==> config.mk <==
export PLATFORM = sky130hd
export DESIGN_NAME = rect_plotter
export DESIGN_NICKNAME = d
export VERILOG_FILES = /design/src/rtl/rect_plotter.sv
export SDC_FILE = /design/constraint.sdc
export NUM_CORES = 1
export LEC_CHECK = 0
export CAP_MARGIN = 20
export CELL_PAD_IN_SITES_DETAIL_PLACEMENT = 1
export CELL_PAD_IN_SITES_GLOBAL_PLACEMENT = 2
export CORE_ASPECT_RATIO = 0.6
export CORE_MARGIN = 4
export CORE_UTILIZATION = 31
export CTS_BUF_LIST = sky130_fd_sc_hd__clkbuf_8 sky130_fd_sc_hd__clkbuf_16
export DETAILED_ROUTE_END_ITERATION = 8
export PLACE_DENSITY = 0.89
export RECOVER_POWER = 25
export SLEW_MARGIN = 40
export SYNTH_ARGS = -nofsm -noshare
export SYNTH_HDL_FRONTEND = slang
export SYNTH_SLANG_ARGS = --single-unit
==> constraint.sdc <==
create_clock -name clk -period 4.4 [get_ports clk]
set_input_delay 0.88 -clock clk [delete_from_list [all_inputs] [get_ports clk]]
set_output_delay 0.88 -clock clk [all_outputs]
set_load 0.005 [all_outputs]
==> src/rtl/rect_plotter.sv <==
// Filled-rectangle rasteriser for the vga_adapter pixel port: accepts one
// rectangle request, clips it to the screen, and emits one pixel per clock.
module rect_plotter #(
    parameter int SCREEN_W = 160,
    parameter int SCREEN_H = 120
) (
    input  logic       clk,
    input  logic       reset,
    input  logic       req_valid,
    output logic       req_ready,
    input  logic [7:0] req_x,
    input  logic [6:0] req_y,
    input  logic [7:0] req_w,
    input  logic [6:0] req_h,
    input  logic [2:0] req_colour,
    output logic [7:0] x,
    output logic [6:0] y,
    output logic [2:0] colour,
    output logic       plot,
    output logic       busy,
    output logic       done
);

    typedef enum logic [1:0] {
        IDLE,
        PLOT,
        DONE
    } state_t;

    localparam logic [8:0] W_LIM = 9'(SCREEN_W);
    localparam logic [7:0] H_LIM = 8'(SCREEN_H);

    state_t     state;
    state_t     state_next;

    logic [8:0] x_sum;
    logic [8:0] x_end_next;
    logic [7:0] y_sum;
    logic [7:0] y_end_next;
    logic       empty;
    logic       accept;
    logic       last_col;
    logic       last_pix;

    logic [7:0] x_start;
    logic [8:0] x_end;
    logic [7:0] y_end;

    // Widened sums so a rectangle running off the right/bottom edge clips
    // instead of wrapping back to the left/top.
    always_comb begin
        x_sum      = {1'b0, req_x} + {1'b0, req_w};
        y_sum      = {1'b0, req_y} + {1'b0, req_h};
        x_end_next = ((x_sum > W_LIM) ? W_LIM : x_sum) - 9'd1;
        y_end_next = ((y_sum > H_LIM) ? H_LIM : y_sum) - 8'd1;
        empty      = (req_w == 8'd0) || (req_h == 7'd0) ||
                     ({1'b0, req_x} >= W_LIM) || ({1'b0, req_y} >= H_LIM);
    end

    assign req_ready = (state == IDLE);
    assign busy      = (state != IDLE);
    assign done      = (state == DONE);
    assign accept    = req_valid && req_ready;
    assign last_col  = ({1'b0, x} == x_end);
    assign last_pix  = last_col && ({1'b0, y} == y_end);

    always_ff @(posedge clk) begin
        if (!reset) state <= IDLE;
        else        state <= state_next;
    end

    always_comb begin
        state_next = state;
        case (state)
            IDLE:    if (accept) state_next = empty ? DONE : PLOT;
            PLOT:    if (last_pix) state_next = DONE;
            DONE:    state_next = IDLE;
            default: state_next = IDLE;
        endcase
    end

    // x/y always hold the pixel currently on the bus; the first pixel is
    // loaded straight from the request so it appears the cycle after accept.
    always_ff @(posedge clk) begin
        if (!reset) begin
            x       <= 8'd0;
            y       <= 7'd0;
            colour  <= 3'd0;
            plot    <= 1'b0;
            x_start <= 8'd0;
            x_end   <= 9'd0;
            y_end   <= 8'd0;
        end else begin
            plot <= 1'b0;
            if (accept && !empty) begin
                x       <= req_x;
                y       <= req_y;
                colour  <= req_colour;
                plot    <= 1'b1;
                x_start <= req_x;
                x_end   <= x_end_next;
                y_end   <= y_end_next;
            end else if (state == PLOT && !last_pix) begin
                plot <= 1'b1;
                if (last_col) begin
                    x <= x_start;
                    y <= y + 7'd1;
                end else begin
                    x <= x + 8'd1;
                end
            end
        end
    end

endmodule
==> results by stage, run 1 <==
Outcome:
- The run finished with clean final reports.

Pwr:
- The power density normalized to cell area is 337 nW/um2.
- The fraction of power spent switching nets is 0.366.
- Of the total power, combinational logic draws 0.365.
- The largest voltage drop on the vdd net is 0.149 mV.
- The analysis attributes to cell leakage a power of 1.61 nW.
- The cell-internal power is 0.897 mW.
- The fraction of power consumed by the clock network is 0.280.
- The design draws 1.41 mW.
- The part of the power in registers is 0.355.
- The net switching component of the power is 0.517 mW.

Clock network:
- TritonCTS built the clock tree.
- CTS placed an instance of sky130_fd_sc_hd__clkbuf_16 at the clock tree root.
- Counting along the longest clock path gives a buffer depth of 2.
- The clock drives 46 sinks.
- After clock tree synthesis, the clock-pin slew on the worst setup and hold paths is 70 ps.
- At the later pin of the worst-skew pair, clock insertion delay measures 300 ps.
- Buffers inserted during clock tree synthesis total 5.
- In this run the number of H-tree levels came out at 2.
- The total setup buffers inserted after CTS is 0.

GRT:
- Global routing finished with a remaining overflow of 0.
- For this run, the total global-route usage over all layers was measured as 0.186.
- The maximum number of pins on one net before global-route repair is 30.
- The number of global-route vias before repair is 3435.
- The number of antenna violations at the first check in global routing was 0.
- The first global-routing pass estimated 18400 um of wire.

Yosys:
- The synthesized instance count is 420.
- The fraction of registers with async set/reset is 0.
- The flop and latch count out of synthesis is 46.
- The average footprint of a synthesized cell is 7.84 um2.
- The number of nets handed over by synthesis was 477.
- The count of cell types in the netlist is 64.
- The biggest area contributor in the post-synthesis netlist is sky130_fd_sc_hd__dfxtp_1.
- After synthesis, the cell types taking the most area are sky130_fd_sc_hd__dfxtp_1, sky130_fd_sc_hd__ha_1, sky130_fd_sc_hd__nand2_1.
- The number of enable-type register cells in the synthesized netlist is 0.
- The cell area that synthesis handed to floorplanning was 3290 um2.
- The dominant register cell in the synthesized netlist is sky130_fd_sc_hd__dfxtp_1.
- The number of warnings reported in the yosys synthesis log is 0.
- Of the post-synthesis cell area, the dominant cell type holds 0.280.
- The share of the Yosys chip area taken by registers is 0.280.

Worst setup path:
- In this run the worst setup path begins at req_x[0].
- The largest driver fanout on the critical path is 5.
- The slowest stage of the critical path belongs to the cell sky130_fd_sc_hd__clkdlybuf4s50_1.
- The launching point of the worst reg2reg path is x[2]$_SDFFE_PN0P_.
- The worst register-to-register path has a depth of 8.
- The sort of element at the start of the critical path is a primary input.
- The endpoint identified for the worst register-to-register timing path is y[3]$_SDFFE_PN0P_.
- Across all register-to-register paths, the minimum setup slack is 1890 ps.
- The critical path contains buffers and inverters numbering 2 combined.
- Among the stages of the critical path, the cell type that occurs most often is sky130_fd_sc_hd__ha_1.
- The critical path data required time is 4560 ps.
- Traced cell by cell, the critical path runs through clkdlybuf4s50_1 -> ha_1 -> inv_1 -> fa_1 -> xnor2_1 -> or3b_1 -> o311ai_1 -> a22o_2 -> nand2b_1 -> ha_1 -> nor4b_2 -> and3_1 -> nand3_1 -> a21oi_1.
- On the critical path the largest part of the delay comes from simple AND/OR/NAND/NOR gates.
- The data arrival time of the worst path is 4230 ps.
- The worst setup path is of the in2reg kind.
- The nature of the critical path endpoint is a flop.
- The delay of the slowest cell on the worst path is 540 ps.

Run:
- The tool flagged a number of max-cap violations equal to 0.

Route:
- The detailed-route via count is 3396.
- The post-detailed-route DRC marker count is 0.
- The iteration count of the initial detailed-routing pass is 6.
- The DRC marker count from the first detailed-route iteration is 302.
- Using the TritonRoute via totals, the vias-per-cell ratio works out to 5.55.
- The post-detailed-route count of antenna-violating nets is 0.
- The per-cell routed wire length is 18.4 um.
- The total wire length is 11300 um.

Min path:
- The class of the worst hold path is reg2reg.
- The worst hold path cell count is 2.
- The worst hold path begins at x_start[3]$_SDFFE_PN0P_.
- The end of the worst hold path is x_start[3]$_SDFFE_PN0P_.

STA:
- For the final routed database, the setup TNS stands at 0 ps.
- At the pin with the least slew margin, the transition time is 607 ps.
- The count of final max-slew check failures is 0.
- The upper clock frequency limit is 245 MHz.
- In the post-route analysis, the smallest setup slack over all paths is 323 ps.
- The hold violation count in the final report was 0.
- The clock period minus final worst setup slack is 4080 ps.
- Setup repair after global routing left no endpoint under its margin.
- In this run the tightest slew margin relative to its limit is 0.592.
- Of the available clock period, the critical path in the final layout requires 0.927.
- The clock arrives with 9.48 ps of skew.
- Setup violations remaining at the end of the flow were counted as 0.

Floorplan:
- The region available for standard cell placement spans 10100 um2.
- The die is 141 um wide.
- The die outline height is 87.9 um.
- The starting utilization of the core area is 0.325.
- 58 I/O pins were placed.
- The row count is 28.
- The floorplan step defined a die boundary enclosing 12400 um2.

Placed design:
- The post-placement setup slack is 26.6 ps.
- The placer congestion estimate is 0.860.
- In this run the tool buffered the top-level ports with 57 buffer cells.
- Summed over all nets, the half-perimeter wirelength after detailed placement is 8800 um.

Finish:
- The area growth from synthesis to layout is 27.5%.
- The final-layout fill cell count is 1221.
- The total area of multi-input combinational cells is 2240 um2.
- The fraction of layout instances using a drive strength above 1 is 0.0734.
- Summing all flip-flop and latch instances after layout gives 921 um2.
- The top cell types in the final layout, fill and taps aside, are sky130_fd_sc_hd__dfxtp_1, sky130_fd_sc_hd__nand2_1, sky130_fd_sc_hd__clkdlybuf4s50_1.
- The antenna cell count is 0.
- The most frequent standard cell in the layout excluding fill and tap cells is sky130_fd_sc_hd__dfxtp_1.
- For this run, the post-layout net count is 533.
-- logic make-up (layout without fill, tap and decap cells) --
logic type / Yosys count / count (layout) / synth area share
AND/OR/NAND/NOR: 158 / 158 / 0.243
AO/OA/AOI/OAI: 124 / 124 / 0.250
flip-flops: 46 / 46 / 0.280
buffers and inverters: 35 / 92 / 0.0429
XOR/XNOR: 33 / 33 / 0.0900
adder cells (fa/ha/maj): 21 / 21 / 0.0843
multiplexers: 3 / 3 / 0.00949
-- worst max-delay path by stage --
stage,endpoint,depth (start not counted),slack (ps)
after detailed placement,y_end[6]$_SDFFE_PN0P_,15,30
after global routing,y_end[6]$_SDFFE_PN0P_,15,120
final,x_end[8]$_SDFFE_PN0P_,14,320
after global placement,x_end[8]$_SDFFE_PN0P_,15,200
after CTS,x_end[8]$_SDFFE_PN0P_,15,320
after floorplan,x_end[8]$_SDFFE_PN0P_,14,800
-- power by group through the flow --
| stage | sequential [mW] | clock, mW | combinational, mW |
|---|---|---|---|
| final | 0.502 | 0.396 | 0.516 |
| after detailed placement | 0.510 | 0 | 0.514 |
| after floorplan | 0.493 | 0 | 0.328 |
| after CTS | 0.501 | 0.406 | 0.518 |
| after global placement | 0.509 | 0 | 0.495 |
| after global routing | 0.507 | 0.421 | 0.574 |
-- state kept, by name, summed over array words and instances (netlist names) --
register and cells:
y_end 8, plot 1, x 8, y 7
colour 3, state 2, x_end 9, x_start 8
-- synth_stat cells (4+ instances only) --
cell / number
sky130_fd_sc_hd__dfxtp_1: 46
sky130_fd_sc_hd__nand2_1: 44
sky130_fd_sc_hd__nor2_1: 32
sky130_fd_sc_hd__a21oi_1: 28
sky130_fd_sc_hd__o21ai_0: 23
sky130_fd_sc_hd__nand3_1: 22
sky130_fd_sc_hd__ha_1: 19
sky130_fd_sc_hd__clkbuf_1: 18
sky130_fd_sc_hd__xnor2_1: 16
sky130_fd_sc_hd__xor2_1: 16
sky130_fd_sc_hd__inv_1: 14
sky130_fd_sc_hd__o21ai_1: 13
sky130_fd_sc_hd__nor3_1: 11
sky130_fd_sc_hd__a31oi_1: 10
sky130_fd_sc_hd__a211oi_1: 6
sky130_fd_sc_hd__and3_1: 6
sky130_fd_sc_hd__or3_1: 6
sky130_fd_sc_hd__a311oi_1: 5
sky130_fd_sc_hd__nand4_1: 5
sky130_fd_sc_hd__nor2b_1: 5
sky130_fd_sc_hd__nor4_1: 5
sky130_fd_sc_hd__a222oi_1: 4
sky130_fd_sc_hd__and4_1: 4
sky130_fd_sc_hd__nor3b_1: 4
sky130_fd_sc_hd__o21a_1: 4
-- per-stage QoR --
step | instances | hold slack [ps] | instance area [um2] | utilization
2_1_floorplan | 420 | 431 | 3290 | -
5_1_grt | 612 | 480 | 4200 | 0.415
4_1_cts | 612 | 459 | 4190 | 0.414
3_3_place_gp | 604 | 439 | 4040 | 0.399
6_report | 612 | 455 | 4200 | 0.415
3_5_place_dp | 604 | 449 | 4040 | 0.399
-- routing by layer --
metal | global-route usage | up-vias | routed length [um] | share of wire
met3 | 0.0475 | 6 | 698 | 0.062
li1 | - | 1657 | - | -
met1 | 0.278 | 1663 | 5730 | 0.51
met2 | 0.278 | 70 | 4780 | 0.42
met5 | 0 | - | 0 | 0
met4 | 0.0220 | 0 | 48 | 0.0043
-- final cells by class --
type | count | area share
Clock buffer | 5 | 0.0298
Clock inverter | 3 | 0.00596
Inverter | 14 | 0.0125
Multi-Input combinational cell | 339 | 0.533
Sequential cell | 46 | 0.219
Tap cell | 135 | 0.0402
Timing Repair Buffer | 70 | 0.159
-- tightest hold or removal path, cell delays in order (launching register included) --
cell	delay [ps]
sky130_fd_sc_hd__dfxtp_1	310
sky130_fd_sc_hd__nand2_1	50
sky130_fd_sc_hd__a21oi_1	50
-- repair_timing --
action	CTS	global route
hold buffers	0	0
resized for setup	0	1
endpoints found under the setup margin	0	1
No activity file was read; power rests on OpenSTA's default activity.
==> run 2, diff against run 1 <==
Clock period 4.4 ns to 4.3 ns, I/O delays scaled along.
==> results by stage, run 2 (synthesized netlist as in run 1, its figures left out) <==
Finish:
- Counting flops per register, the top entry is x_end.
- The final cell count without fillers is 618 (+0.98%).
- The number of flip-flops in the largest register came to 9 (unchanged).
- Leaving out fill and tap cells, the most frequent cell in the layout is sky130_fd_sc_hd__dfxtp_1.
- The area added between synthesis and finish is 29.3%.
- The fraction of layout instances using a drive strength above 1 is 0.0828 (+0.00944).
- The post-layout instance area is 4260 um2 (+1.5%).
- Leaving out fill and tap cells, the most frequent cells in the layout are sky130_fd_sc_hd__dfxtp_1, sky130_fd_sc_hd__nand2_1, sky130_fd_sc_hd__clkdlybuf4s50_1.
- The antenna cell count came to 0 (unchanged).
- The number of nets in the layout is 539 (+1.1%).
- The share of the core filled with cells is 0.421 (+0.00605).

GRT:
- The number of global-route vias before repair is 3477 (+1.2%).
- The total congestion overflow after global routing came to 0 (unchanged).
- The maximum number of pins on one net before global-route repair came to 30 (unchanged).
- The number of antenna violations at the first check in global routing is 0 (unchanged).
- The global-route total usage across every layer is 0.188 (+0.00138).
- The global-route wire length before repair came to 18700 um (+1.9%).

Clock network:
- The CTS tree is built.
- The TritonCTS buffer count is 5 (unchanged).
- The maximum level of the CTS H-tree was 2 (unchanged).
- Clock tree synthesis selected as its root buffer the cell sky130_fd_sc_hd__clkbuf_16.
- The source-to-sink clock delay at the later pin of the worst-skew pair is 290 ps (about the same).
- The deepest clock path buffer count is 2 (unchanged).
- The clock-pin slew on the worst setup and hold paths is 70 ps (about the same).
- The clock sink total came to 46 (unchanged).

Worst setup path:
- The largest driver fanout on the critical path is 5 (unchanged).
- The critical path data required time came to 4450 ps (-110 ps).
- The launching point of the worst reg2reg path is y[0]$_SDFFE_PN0P_.
- The data arrival time of the worst path is 4220 ps (about the same).
- Tracing the worst setup path back leads to its startpoint at req_x[0].
- The sort of element at the start of the critical path is a primary input.
- The worst setup path is of the in2reg kind.
- STA classifies the critical path endpoint as a flop.

Pwr:
- The net switching component of the power is 0.519 mW (+0.46%).
- The static leakage power is 1.65 nW (+2.5%).
- The part of the power in registers is 0.342 (-0.013).
- The power density normalized to cell area is 352 nW/um2 (+4.7%).
- The fraction of power consumed by the clock network is 0.296 (+0.016).
- The fraction of power spent switching nets is 0.346 (-0.0197).
- The share of total power in combinational logic is 0.361 (-0.004).
- The cell-internal power came to 0.982 mW (+9.5%).
- The largest voltage drop on the vdd net was 0.172 mV (+15%).

Placed design:
- The number of port buffers is 57 (unchanged).
- The instance count after placement with tap cells included is 610 (+0.99%).
- The instance area at placement is 4090 um2 (+1.1%).
- The half-perimeter wire length after detailed placement is 8870 um (+0.88%).
- The placer congestion estimate was 0.803 (-6.6%).

STA:
- The count of final max-slew check failures is 0 (unchanged).
- Counting I/O delays and the setup requirement, the final critical path takes 4070 ps.
- The final cycle utilization of the critical path is 0.946.
- Setup repair after global routing left no endpoint under its margin.
- Static timing analysis puts the maximum clock frequency at 246 MHz.
- The final setup violation count is 0 (unchanged).
- The worst-margin pin slew is 611 ps (+3.72 ps).
- The hold violation count in the final report was 0 (unchanged).
- The worst slew margin relative to its limit is 0.590 (-0.00250).
- The setup clock skew after layout was 4.56 ps (-4.92 ps).
- The sum of negative setup slack is 0 ps (unchanged).

Min path:
- The startpoint identified for the worst hold timing path is colour[1]$_SDFFE_PN0P_.
- The worst hold path belongs to the class reg2reg.

Floorplan:
- The top-level port count was 58 (unchanged).
- The row count is 28 (unchanged).
- The die outline height came to 87.9 um (unchanged).
- The width of the die is 141 um (unchanged).
- The placeable core region is 10100 um2 (unchanged).
- The die footprint is 12400 um2 (unchanged).
- The starting utilization of the core area came to 0.325 (unchanged).

Route:
- The total wire length is 11400 um (+1.5%).
- The post-detailed-route DRC marker count is 0 (unchanged).
- The DRC marker count from the first detailed-route iteration is 211 (-30%).
- The via count normalized by instance count was 5.57 (+0.46%).
- The iteration count of the initial detailed-routing pass came to 5 (-1).
- The detailed-route via count was 3445 (+1.4%).
- The post-detailed-route count of antenna-violating nets is 0 (unchanged).
- The per-cell routed wire length is 18.5 um (+0.48%).

Outcome:
- The run finished with clean final reports.

Run:
- The max-capacitance violation count is 0 (unchanged).
[run 2: power by group through the flow]
stage / registers, mW / logic [mW] / clock network, mW
after floorplan: 0.505 / 0.336 / 0
after detailed placement: 0.523 / 0.540 / 0
after global routing: 0.519 / 0.598 / 0.472
final: 0.514 / 0.542 / 0.445
after global placement: 0.522 / 0.521 / 0
after CTS: 0.514 / 0.545 / 0.452
[run 2: path summary, 6_finish.rpt]
path | end | slack, ps | depth (start not counted)
max | x_end[8]$_SDFFE_PN0P_ | 230 | 14
min | colour[1]$_SDFFE_PN0P_ | 460 | 2
max reg2reg | y[3]$_SDFFE_PN0P_ | 1810 | 7
min reg2reg | colour[1]$_SDFFE_PN0P_ | 460 | 2
[run 2: per-layer routing]
layer | track usage | vias to the layer above | part of all wire
met2 | 0.284 | 80 | 0.43
met5 | 0 | - | 0
met3 | 0.0349 | 9 | 0.050
met4 | 0.0281 | 0 | 0.0087
met1 | 0.282 | 1680 | 0.52
li1 | - | 1676 | -
[run 2: timing repair]
item	4_1_cts	5_1_grt
hold buffers	0	0
gates resized for setup	0	1
endpoints found under the setup margin	0	1
setup buffers	0	0
[run 2: stage by stage]
step	total power, mW	setup slack [ps]	hold WS [ps]
final	1.50	230	458
after global routing	1.59	43.1	488
after CTS	1.51	251	463
after detailed placement	1.06	-34.4	454
after global placement	1.04	53.5	440
after floorplan	0.840	720	431
[run 2: layout make-up]
cell class / instances / area (um2)
Clock inverter: 3 / 41.3
Clock buffer: 5 / 125
Sequential cell: 46 / 921
Fill cell: 1212 / 5860
Timing Repair Buffer: 76 / 713
Inverter: 14 / 52.6
Tap cell: 135 / 169
Multi-Input combinational cell: 339 / 2240
[run 2: worst max-delay path, stage by stage]
cell and delay (ps):
sky130_fd_sc_hd__clkdlybuf4s50_1 550, sky130_fd_sc_hd__ha_1 200, sky130_fd_sc_hd__inv_1 50, sky130_fd_sc_hd__fa_1 430, sky130_fd_sc_hd__xnor2_1 170, sky130_fd_sc_hd__or3b_1 440
sky130_fd_sc_hd__o311ai_1 420, sky130_fd_sc_hd__a22o_2 240, sky130_fd_sc_hd__nand2b_1 70, sky130_fd_sc_hd__ha_1 250, sky130_fd_sc_hd__nor4b_2 190, sky130_fd_sc_hd__and3_1 210
sky130_fd_sc_hd__nand3_1 80, sky130_fd_sc_hd__a21oi_1 60
==> run 3, diff against run 2 <==
Settings changed: ABC_AREA set to 1, CORE_MARGIN 4 to 5, CORE_UTILIZATION 31 to 30.
==> results by stage, run 3 <==
Outcome:
- The flow ran to the end, and the final reports show no timing, DRC or antenna violations.

Worst setup path:
- The signal on the critical path passes through clkdlybuf4s50_1 -> ha_1 -> inv_1 -> fa_1 -> inv_1 -> or2_2 -> nor2_2 -> nand3_4 -> nand2_2 -> nand2_2 -> nand2_4 -> nand2_4 -> clkinv_4 -> nand2_1 -> ha_1 -> xnor2_1 -> o21ai_0 -> inv_1.
- The delay of the slowest cell on the worst path is 510 ps (-40 ps).
- The sort of element at the start of the critical path is a primary input.
- The critical path data required time is 4480 ps (+30 ps).
- The sum of buffers and inverters on the critical path is 5 (+3).
- The largest driver fanout on the critical path came to 6 (+1).
- The class of the most critical setup path is in2reg.
- The cell with the largest stage delay on the worst path is sky130_fd_sc_hd__clkdlybuf4s50_1.
- The data arrival time of the worst path was 3880 ps (-340 ps).
- STA classifies the critical path endpoint as a flop.
- The dominant delay contributor by cell family on the critical path is simple AND/OR/NAND/NOR gates.
- The most numerous cell type found on the critical path is sky130_fd_sc_hd__inv_1.

STA:
- The worst-margin pin slew is 540 ps (-70.9 ps).
- Setup repair after global routing left no endpoint under its margin.
- The upper clock frequency limit came to 271 MHz (+10%).
- The sum of negative setup slack is 0 ps (unchanged).
- The final setup violation count was 0 (unchanged).
- The final cycle utilization of the critical path is 0.859 (-0.0875).
- The worst-case setup margin in the final layout is 606 ps (+376 ps).
- The clock period minus final worst setup slack was 3690 ps (-376 ps).
- The count of final max-slew check failures is 0 (unchanged).
- The worst slew margin relative to its limit is 0.637 (+0.0469).
- The hold violation count in the final report is 0 (unchanged).
- The setup clock skew after layout was 5.89 ps (+1.34 ps).

Clock network:
- The clock-pin slew on the worst setup and hold paths came to 70 ps (about the same).
- The maximum level of the CTS H-tree is 2 (unchanged).
- The CTS tree is built.
- The total setup buffers inserted after CTS was 0 (unchanged).
- The source-to-sink clock delay at the later pin of the worst-skew pair is 290 ps (about the same).
- The quantity of gates resized following cts is 0 (unchanged).
- The deepest clock path buffer count was 2 (unchanged).
- The clock sink total is 46 (unchanged).
- The TritonCTS buffer count is 5 (unchanged).
- The cts-stage hold buffer count is 0 (unchanged).
- In this run the clock root is driven by a sky130_fd_sc_hd__clkbuf_16.

Floorplan:
- The width of the die is 151 um (+6.9%).
- The top-level port count is 58 (unchanged).
- The die footprint is 14200 um2 (+15%).
- The starting utilization of the core area is 0.312 (-0.0138).
- The row count is 30 (+7.1%).
- The die outline height is 94.5 um (+7.5%).
- The placeable core region is 11400 um2 (+13%).

Placed design:
- The placer congestion estimate is 0.844 (+5.1%).
- The number of port buffers was 57 (unchanged).
- The post-placement setup slack is 302 ps (+336 ps).
- The half-perimeter wire length after detailed placement was 9680 um (+9.1%).

Yosys:
- The number of enable-type register cells in the synthesized netlist is 0 (unchanged).
- The synthesized design spends more area on one cell type than any other, namely sky130_fd_sc_hd__dfxtp_1.
- The average footprint of a synthesized cell is 6.97 um2 (-11%).
- The flop and latch count out of synthesis is 46 (unchanged).
- The number of nets in the synthesized netlist is 569 (+19%).
- The number of warnings reported in the yosys synthesis log is 0 (unchanged).
- By area the synthesized netlist is led by sky130_fd_sc_hd__dfxtp_1, sky130_fd_sc_hd__nand2_1, sky130_fd_sc_hd__inv_1.
- The count of cell types in the netlist is 51 (-20%).
- The share of the synthesized area in the top cell type is 0.258 (-0.0214).
- Among all flip-flop cells after synthesis, the most frequent one is sky130_fd_sc_hd__dfxtp_1.
- The part of the Yosys area used for sequential elements is 0.258 (-0.0214).
- The synthesized instance count is 512 (+22%).
- The most frequent cell after synthesis is sky130_fd_sc_hd__nand2_1.
- The fraction of registers with async set/reset is 0 (unchanged).
- The cell area after synthesis is 3570 um2 (+8.3%).
- After synthesis, the most frequently instantiated cells are sky130_fd_sc_hd__nand2_1, sky130_fd_sc_hd__inv_1, sky130_fd_sc_hd__dfxtp_1.

Pwr:
- The static leakage power is 2.03 nW (+23%).
- The power density normalized to cell area is 372 nW/um2 (+5.6%).
- The largest voltage drop on the vdd net is 0.163 mV (-4.9%).

Route:
- The via count normalized by instance count came to 4.94 (-11%).
- The total wire length was 12000 um (+4.9%).
- The detailed-route via count came to 3594 (+4.3%).
- The iteration count of the initial detailed-routing pass was 5 (unchanged).
- The post-detailed-route DRC marker count is 0 (unchanged).
- The per-cell routed wire length is 16.5 um (-11%).
- The post-detailed-route count of antenna-violating nets is 0 (unchanged).
- The DRC marker count from the first detailed-route iteration is 181 (-14%).

Finish:
- x_end holds more flip-flops than any other register.
- The fraction of layout instances using a drive strength above 1 came to 0.113 (+0.0299).
- The total area of multi-input combinational cells was 2260 um2 (+1.1%).
- The antenna cell count came to 0 (unchanged).
- The number of flip-flops in the largest register came to 9 (unchanged).
- The number of nets in the layout came to 624 (+16%).
- The area used by sequential logic in the layout is 921 um2 (unchanged).
- The library cell used most frequently in the layout, excluding fill and tap cells, is sky130_fd_sc_hd__nand2_1.
- Leaving out fill and tap cells, the most frequent cells in the layout are sky130_fd_sc_hd__nand2_1, sky130_fd_sc_hd__inv_1, sky130_fd_sc_hd__dfxtp_1.
- Relative to the synthesized area, the layout overhead comes to 24.5%.
- The final-layout fill cell count is 1456 (+20%).

GRT:
- The number of global-route vias before repair came to 3700 (+6.4%).
- The global-route wire length before repair came to 19400 um (+3.6%).
- The global-route total usage across every layer is 0.172 (-0.0159).
- The number of antenna violations at the first check in global routing is 0 (unchanged).
- The maximum number of pins on one net before global-route repair came to 47 (+57%).
- The total congestion overflow after global routing came to 0 (unchanged).

Min path:
- The class of the worst hold path is reg2reg.

Run:
- The max-capacitance violation count is 0 (unchanged).
[run 3: changes by cell type after synthesis, moves of 7 or more]
cell                       change
sky130_fd_sc_hd__nor2_1       -13
sky130_fd_sc_hd__clkbuf_1     -15
sky130_fd_sc_hd__nand2_2      +13
sky130_fd_sc_hd__nand2_1      +81
sky130_fd_sc_hd__nand3_2       +7
sky130_fd_sc_hd__nand3_1      +14
sky130_fd_sc_hd__a21oi_1      +12
sky130_fd_sc_hd__inv_1        +55
[run 3: cells by family (layout without fill, tap and decap cells)]
kind of cell	Yosys count	after routing	synth area share
buffers and inverters	89	145	0.108
DFF	46	46	0.258
adders and majority gates	21	21	0.0779
AOI/OAI and AO/OA	94	94	0.156
and+or+nand+nor	239	239	0.338
xor gates and xnor gates	23	23	0.0617
[run 3: path summary, 6_finish.rpt]
check / start / to / slack [ps] / cells past startpoint
worst max-delay path: req_x[0] / x_end[2]$_SDFFE_PN0P_ / 610 / 18
worst max register to register: y[3]$_SDFFE_PN0P_ / x[1]$_SDFFE_PN0P_ / 2220 / 12
worst min-delay path: colour[0]$_SDFFE_PN0P_ / colour[0]$_SDFFE_PN0P_ / 460 / 2
worst min register to register: colour[0]$_SDFFE_PN0P_ / colour[0]$_SDFFE_PN0P_ / 460 / 2
[run 3: per-layer routing]
metal | share of wire | up-vias | track usage | wire [um]
met5 | 0 | - | 0 | 0
met4 | 0.0019 | 0 | 0.0294 | 23
met1 | 0.54 | 1749 | 0.268 | 6410
li1 | - | 1787 | - | -
met3 | 0.049 | 4 | 0.0326 | 587
met2 | 0.41 | 54 | 0.244 | 4960
[run 3: metrics by stage]
stage,power [mW],utilization,std cells,cell area (um2),hold slack (ps)
after floorplan,0.987,-,512,3570,444
after global placement,1.19,0.373,720,4280,453
after detailed placement,1.22,0.373,720,4280,458
after CTS,1.67,0.388,728,4440,469
after global routing,1.77,0.388,728,4440,494
final,1.65,0.388,728,4440,465
[run 3: tightest hold or removal path, delay by kind of cell (launching register included)]
kind	cells	cell delay (ps)
AOI/OAI and AO/OA	1	50
DFF	1	310
and+or+nand+nor	1	60
[run 3: report_power, final]
group / switching, mW / total [mW] / leakage, nW / internal, mW
combinational: 0.408 / 0.673 / 1.57 / 0.265
clock: 0.175 / 0.448 / 0.0836 / 0.273
sequential: 0.0569 / 0.531 / 0.377 / 0.475
total: 0.641 / 1.65 / 2.03 / 1.01
[run 3: layout make-up]
cell class | instances | area share
timing repair buffer | 60 | 0.134
sequential | 46 | 0.207
clock buffer | 5 | 0.0282
tap | 160 | 0.0451
multi-input combinational | 377 | 0.509
inverter | 77 | 0.0673
clock inverter | 3 | 0.00902
